## src/rtl/ad9653_spi_seq_pkg.sv

```systemverilog
// Shared definitions for the AD9653 SPI configuration sequencer:
// FSM state encodings, frame geometry and a frame builder.
package ad9653_spi_seq_pkg;

  localparam int FRAME_BITS = 24;
  localparam int ADDR_W     = 13;
  localparam int RW_BIT     = 23;
  localparam int W_LSB      = 21;
  localparam int ADDR_LSB   = 8;

  typedef logic [2:0] state_t;

  localparam state_t ST_IDLE   = 3'd0;
  localparam state_t ST_INIT   = 3'd1;
  localparam state_t ST_SETUP  = 3'd2;
  localparam state_t ST_SHIFT  = 3'd3;
  localparam state_t ST_HOLD   = 3'd4;
  localparam state_t ST_GAP    = 3'd5;
  localparam state_t ST_SYNC_P = 3'd6;

  // Instruction+data word; W1W0 is always single-byte (00).
  function automatic logic [FRAME_BITS-1:0] make_frame(input logic rd,
                                                        input logic [ADDR_W-1:0] addr,
                                                        input logic [7:0] data);
    logic [FRAME_BITS-1:0] f;
    f                     = '0;
    f[RW_BIT]             = rd;
    f[W_LSB +: 2]         = 2'b00;
    f[ADDR_LSB +: ADDR_W] = addr;
    f[7:0]                = data;
    return f;
  endfunction

endpackage

```

## src/rtl/ad9653_spi_shift.sv

```systemverilog
// 24-bit SPI shift engine for the AD9653: SCLK divider, CSB framing
// (SETUP/SHIFT/HOLD/GAP) and the SDIO read turnaround.
// A go pulse loads a frame; done is high on the last GAP cycle, and a go
// in that same cycle chains the next frame with no idle cycle.
module ad9653_spi_shift
  import ad9653_spi_seq_pkg::*;
#(
  parameter int SCLK_DIV = 4
)(
  input  logic                  clk,
  input  logic                  rst_n,
  input  logic                  go,
  input  logic [FRAME_BITS-1:0] frame,
  input  logic                  rw,
  input  logic                  sdio_in,
  output logic                  done,
  output logic [7:0]            rdata,
  output logic                  csb,
  output logic                  sclk,
  output logic                  sdio_out,
  output logic                  sdio_oe
);

  localparam int CNT_W = $clog2(SCLK_DIV);

  state_t           phase;
  logic [CNT_W-1:0] cnt;
  logic [5:0]       hcnt;   // SCLK half-period index, 0..47
  logic [22:0]      sh;     // bits still to be shifted out
  logic             rd;
  logic             tick;

  assign tick = (cnt == CNT_W'(SCLK_DIV - 1));
  assign done = (phase == ST_GAP) && tick;

  // Phase sequencing, SCLK generation, SDIO drive and read capture.
  always_ff @(posedge clk or negedge rst_n) begin
    if (!rst_n) begin
      phase    <= ST_IDLE;
      cnt      <= '0;
      hcnt     <= '0;
      sh       <= '0;
      rd       <= 1'b0;
      rdata    <= '0;
      csb      <= 1'b1;
      sclk     <= 1'b0;
      sdio_out <= 1'b0;
      sdio_oe  <= 1'b0;
    end else if (go) begin
      phase    <= ST_SETUP;
      cnt      <= '0;
      hcnt     <= '0;
      sh       <= frame[22:0];
      rd       <= rw;
      csb      <= 1'b0;
      sclk     <= 1'b0;
      sdio_out <= frame[FRAME_BITS-1];
      sdio_oe  <= 1'b1;
    end else if (phase != ST_IDLE) begin
      cnt <= tick ? '0 : cnt + 1'b1;
      if (tick) begin
        case (phase)
          ST_SETUP: begin
            phase <= ST_SHIFT;
            sclk  <= 1'b1;
          end
          ST_SHIFT: begin
            hcnt <= hcnt + 1'b1;
            if (!hcnt[0]) begin
              // end of a high half: falling edge, present next bit
              sclk <= 1'b0;
              if (hcnt != 6'd46) begin
                sdio_out <= sh[22];
                sh       <= {sh[21:0], 1'b0};
              end
              // release SDIO right after the last instruction bit
              if (rd && hcnt == 6'd30) sdio_oe <= 1'b0;
            end else if (hcnt == 6'd47) begin
              phase <= ST_HOLD;
            end else begin
              // rising edge; the last 8 carry read data
              sclk <= 1'b1;
              if (rd && hcnt >= 6'd31) rdata <= {rdata[6:0], sdio_in};
            end
          end
          ST_HOLD: begin
            phase   <= ST_GAP;
            csb     <= 1'b1;
            sdio_oe <= 1'b0;
          end
          default: phase <= ST_IDLE;
        endcase
      end
    end
  end

endmodule

```

## src/rtl/ad9653_spi_seq.sv

```systemverilog
// AD9653 SPI configuration sequencer: replays INIT_TABLE after reset or a
// start pulse, then serves single-register host reads/writes.
// Optional: define AD9653_SPI_SYNC_EN to emit a SYNC_LEN-cycle SYNC pulse
// after the init table, with init_done asserting as the pulse ends.
module ad9653_spi_seq
  import ad9653_spi_seq_pkg::*;
#(
  parameter int                      SCLK_DIV   = 4,
  parameter int                      INIT_LEN   = 8,
  parameter logic [INIT_LEN*24-1:0]  INIT_TABLE = '0,
  parameter int                      SYNC_LEN   = 16
)(
  input  logic              clk,
  input  logic              rst_n,
  input  logic              start,
  input  logic              host_req,
  input  logic              host_we,
  input  logic [ADDR_W-1:0] host_addr,
  input  logic [7:0]        host_wdata,
  output logic              host_ack,
  output logic [7:0]        host_rdata,
  output logic              busy,
  output logic              init_done,
  output logic              csb,
  output logic              sclk,
  output logic              sdio_out,
  output logic              sdio_oe,
  input  logic              sdio_in,
  output logic              sync
);

  localparam int IDX_W = (INIT_LEN > 1) ? $clog2(INIT_LEN) : 1;
  localparam logic [IDX_W-1:0] LAST = IDX_W'(INIT_LEN - 1);

  state_t                state;   // ST_SHIFT here means "frame in flight"
  logic [IDX_W-1:0]      idx, idx_nxt;
  logic                  pend, cur_host, cur_rd;
  logic                  go, go_rw, done, accept, chain;
  logic [FRAME_BITS-1:0] go_frame;
  logic [7:0]            sh_rdata;
  logic [FRAME_BITS-1:0] tbl [2**IDX_W];

  // Unpack the init table, forcing W1W0 to single-byte.
  for (genvar k = 0; k < 2**IDX_W; k++) begin : g_tbl
    if (k < INIT_LEN) begin : g_ent
      assign tbl[k] = {INIT_TABLE[24*k+RW_BIT], 2'b00, INIT_TABLE[24*k +: W_LSB]};
    end else begin : g_pad
      assign tbl[k] = '0;
    end
  end

  assign idx_nxt = idx + 1'b1;
  assign accept  = (state == ST_IDLE) && init_done && !pend && !start && host_req;
  assign chain   = (state == ST_SHIFT) && done && !pend && !cur_host && (idx != LAST);
  assign busy    = (state != ST_IDLE);

  // Frame selection for the shift engine: init entry, next chained entry or host.
  always_comb begin
    go       = accept || chain || (state == ST_INIT);
    go_frame = tbl[idx];
    if (chain)
      go_frame = tbl[idx_nxt];
    else if (state == ST_IDLE)
      go_frame = make_frame(~host_we, host_addr, host_we ? host_wdata : 8'h00);
    go_rw = go_frame[RW_BIT];
  end

  ad9653_spi_shift #(.SCLK_DIV(SCLK_DIV)) u_shift (
    .clk      (clk),
    .rst_n    (rst_n),
    .go       (go),
    .frame    (go_frame),
    .rw       (go_rw),
    .sdio_in  (sdio_in),
    .done     (done),
    .rdata    (sh_rdata),
    .csb      (csb),
    .sclk     (sclk),
    .sdio_out (sdio_out),
    .sdio_oe  (sdio_oe)
  );

`ifdef AD9653_SPI_SYNC_EN
  logic        sync_q;
  logic [15:0] scnt;
  assign sync = sync_q;
`else
  logic sync_len_unused;
  assign sync_len_unused = |SYNC_LEN;
  assign sync = 1'b0;
`endif

  // Init indexing, host arbitration, restart handling and the SYNC pulse.
  always_ff @(posedge clk or negedge rst_n) begin
    if (!rst_n) begin
      state      <= ST_IDLE;
      idx        <= '0;
      pend       <= 1'b1;
      cur_host   <= 1'b0;
      cur_rd     <= 1'b0;
      init_done  <= 1'b0;
      host_ack   <= 1'b0;
      host_rdata <= '0;
`ifdef AD9653_SPI_SYNC_EN
      sync_q     <= 1'b0;
      scnt       <= '0;
`endif
    end else begin
      host_ack <= 1'b0;
      case (state)
        ST_IDLE: begin
          if (pend) begin
            state <= ST_INIT;
            idx   <= '0;
          end else if (accept) begin
            state    <= ST_SHIFT;
            cur_host <= 1'b1;
            cur_rd   <= ~host_we;
          end
        end
        ST_INIT: begin
          state    <= ST_SHIFT;
          pend     <= 1'b0;
          cur_host <= 1'b0;
          cur_rd   <= 1'b0;
        end
        ST_SHIFT: begin
          if (done) begin
            if (cur_host) begin
              host_ack <= 1'b1;
              if (cur_rd) host_rdata <= sh_rdata;
            end
            if (pend) begin
              state <= ST_INIT;
              idx   <= '0;
            end else if (chain) begin
              idx <= idx_nxt;
            end else if (!cur_host) begin
`ifdef AD9653_SPI_SYNC_EN
              state  <= ST_SYNC_P;
              sync_q <= 1'b1;
              scnt   <= '0;
`else
              state     <= ST_IDLE;
              init_done <= 1'b1;
`endif
            end else begin
              state <= ST_IDLE;
            end
          end
        end
`ifdef AD9653_SPI_SYNC_EN
        ST_SYNC_P: begin
          scnt <= scnt + 1'b1;
          if (scnt == 16'(SYNC_LEN - 1)) begin
            sync_q <= 1'b0;
            state  <= ST_IDLE;
            if (!pend) init_done <= 1'b1;
          end
        end
`endif
        default: state <= ST_IDLE;
      endcase
      // a restart request overrides any completion in the same cycle
      if (start) begin
        pend      <= 1'b1;
        init_done <= 1'b0;
      end
    end
  end

endmodule

```

## config.mk

```make
export PLATFORM = sky130hd
export DESIGN_NAME = ad9653_spi_seq
export DESIGN_NICKNAME = d
export VERILOG_FILES = /design/src/rtl/ad9653_spi_seq_pkg.sv /design/src/rtl/ad9653_spi_shift.sv /design/src/rtl/ad9653_spi_seq.sv
export SDC_FILE = /design/constraint.sdc
export NUM_CORES = 1
export LEC_CHECK = 0
export BUFFER_PORTS_ARGS = -buffer_cell sky130_fd_sc_hd__buf_2
export CELL_PAD_IN_SITES_DETAIL_PLACEMENT = 1
export CELL_PAD_IN_SITES_GLOBAL_PLACEMENT = 1
export CORE_UTILIZATION = 45
export CTS_BUF_LIST = sky130_fd_sc_hd__clkbuf_4 sky130_fd_sc_hd__clkbuf_8 sky130_fd_sc_hd__clkbuf_16
export DETAILED_ROUTE_END_ITERATION = 10
export PLACE_DENSITY = 0.82
export SETUP_SLACK_MARGIN = 0.2
export SYNTH_ARGS = -nofsm -noshare
export SYNTH_HDL_FRONTEND = slang
export SYNTH_SLANG_ARGS = --single-unit
```

## constraint.sdc

```tcl
create_clock -name clk -period 2.8 [get_ports clk]
set_input_delay 0.56 -clock clk [delete_from_list [all_inputs] [get_ports clk]]
set_output_delay 0.56 -clock clk [all_outputs]
set_load 0.02 [all_outputs]
```

==> results.toml <==
[global_routing]
met3_usage_pct = 5.00
grt_pass1_vias = 2548
grt_pass1_wl_um = 12600
grt-ovfl-total = 0
met1_usage_pct = 29.4
grt_max_degree = 66
busiest_layer = "met2"
grt.total_usage_pct = 22.0
antenna_found_initial = 0
use_met2_pct = 36.6

[drt]
routed_via_density = 5.56
totalWireLength_um = 7510
detail_route.iter0.violations = 117
vias = 2426
drc = 0
first_pass_iters = 4
ant_nets = 0
avgRoutedWirePerCell_um = 17.2

[clock_network]
hold_buffers = 0
cts_buffers = 9
cts_root_buf = "clkbuf_8"
post_cts_resized = 0
clk_pin_slew_ns = 0.07
cts_tree = "built"
numClockSinks = 65
post-cts-setup-buffers = 0
clockBufferDepth = 2
clkLatencyLatePin_ns = 0.33
cts_max_level = 3

[synth]
ys_types = 54
synthCells = 294
synthesis.area_um2 = 3160
async_reset_ff_share_pct = 100
synth-edff-count = 0
seq_area_frac_synth_pct = 51.5
synth-seq-cells = 65
synthFlopType = "dfrtp_1"
synth_fp_nets = 326
synth_warnings = 0
syn_avg_cell_area_um2 = 10.8

[timing]
slew_viol_final = 0
timing.fmax_mhz = 429
fin_crit_sh_pct = 83.2
slew_headroom_pct = 51.9
min_period_ns = 2.33
clock-skew-final_ns = 0.00859
hold_viol = 0
setup_violations = 0
rsz0062_at_grt = "no"
tightest_slew_ns = 0.720
setup_tns_ns = 0

[pwr]
cell_internal_pwr_mw = 2.17
comb_power_share_pct = 27.1
power_frac_clock_pct = 30.1
peakVddDrop_uv = 531
p_sw_share_pct = 32.6
power_frac_seq_pct = 42.8
switchingPower_mw = 1.05
leakagePower_nw = 1.73
powerDensity_nw_per_um2 = 874
power_mw = 3.22

[cells_and_area]
nets = 367
final_cells = 436
layout-drive-gt1-share_pct = 28.5
final_cell_mix = "dfrtp_1, buf_2, nand2_1"
num-fill-cells = 761
layout_commonest_cell = "dfrtp_1"
regArea_um2 = 1630
multi_input_area_um2 = 1410
syn2layout_area_growth_pct = 16.5
antenna_cells = 0

[floorplan]
ioPinCount = 43
placementRows = 30
die-area_um2 = 7370
start_util_pct = 46.6
core_um2 = 6790
fp.dieW_um = 85.8
die_h_um = 85.8

[worst_setup_path]
crit_arrival_ns = 2.55
cp_max_fo = 9
cp.required_ns = 3.02
cp-start-kind = "register"
critPathKind = "register to register"
crit_start = "u_shift.cnt[0]"
r2r-start = "u_shift.cnt[0]"
crit_path_end_kind = "register"

[place]
dp.final_hpwl_um = 5080
dpl.cell_count = 420
port_buffers = 41
gp_congestion = 0.764

[worst_hold_path]
min_path_type = "input port to asynchronous set/reset pin"

[run]
drv_cap = 0

[outcome]
status = "finished clean"
critical path, cell delays in order, from the launching register on:
cell and delay, ns:
dfrtp_1 0.37, ha_1 0.34, nand4b_1 0.30, nor2_1 0.37, nand3_1 0.41, mux2_2 0.42
worst paths after layout:
check,to,slack (ns),cells past startpoint
min,u_shift.sh[10],0.23,2
max,host_rdata[4],0.47,5
max reg2reg,host_rdata[4],0.47,5
min in group clk,init_done,0.42,2
min reg2reg,cur_rd,0.49,2
max in group asynchronous,pend,2.25,2
through the flow:
step	hold WS [ns]	utilization, %	worst slack (ns)	area [µm²]
after floorplan	0.264	-	0.803	3160
after global placement	0.475	50.7	0.560	3440
after detailed placement	0.474	50.7	0.458	3440
after CTS	0.239	54.3	0.449	3690
after global routing	0.233	54.3	0.306	3690
final	0.229	54.3	0.470	3690
routing by layer:
| metal | part of all wire (%) | vias to the layer above |
|---|---|---|
| li1 | - | 1143 |
| met1 | 46 | 1237 |
| met2 | 50 | 37 |
| met3 | 3.0 | 9 |
| met4 | 1.2 | 0 |
| met5 | 0 | - |
cells by family after synthesis:
group | count (synthesis) | synth area share (%)
AND/OR/NAND/NOR | 109 | 17.5
AO/OA/AOI/OAI | 65 | 15.8
flip-flops | 65 | 51.5
multiplexers | 22 | 7.75
buffers and inverters | 22 | 3.96
adder cells (fa/ha/maj) | 5 | 1.98
XOR/XNOR | 5 | 1.38
other | 1 | 0.119
power by group through the flow:
stage	Sequential [mW]	Combinational (mW)	Clock, mW
after floorplan	1.31	0.699	0
after global placement	1.37	0.820	0
after detailed placement	1.39	0.874	0
after CTS	1.38	0.881	0.997
after global routing	1.40	0.972	1.04
final	1.38	0.873	0.970
cell usage after synthesis, drive strengths merged, types with 2 or more instances:
master | number | area, µm²
nor2 | 26 | 97.6
nor3b | 2 | 15.0
o21ai | 5 | 25.0
ha | 5 | 62.6
a21oi | 8 | 51.3
dfrtp | 63 | 1580
nand3 | 7 | 35.0
o211ai | 13 | 97.6
a2bb2oi | 13 | 114
buf | 12 | 87.6
and3 | 3 | 18.8
and2 | 3 | 18.8
a211oi | 2 | 20.0
clkbuf | 6 | 22.5
inv | 4 | 15.0
nor4 | 2 | 12.5
nand2 | 39 | 146
a21o | 4 | 32.5
nand4b | 2 | 23.8
nand4 | 2 | 12.5
xnor2 | 2 | 17.5
nor3 | 12 | 60.1
mux2i | 2 | 20.0
dfstp | 2 | 52.6
and4b | 2 | 20.0
xor2 | 3 | 26.3
mux2 | 20 | 225
a31oi | 2 | 12.5
o31ai | 10 | 75.1
state kept, by name, summed over array words and instances (netlist names), 2 cells and up:
name           flops
u_shift.cnt        2
u_shift.hcnt       6
u_shift.sh        23
u_shift.rdata      8
state              2
idx                3
u_shift.phase      3
host_rdata         8
final cells by class:
cell class	instances	area share, %
Timing Repair Buffer	48	7.33
Inverter	4	0.407
Tap cell	96	3.26
Multi-Input combinational cell	207	38.2
Sequential cell	65	44.2
Clock inverter	5	2.82
Clock buffer	11	3.77
(Power assumes the default switching activity.)
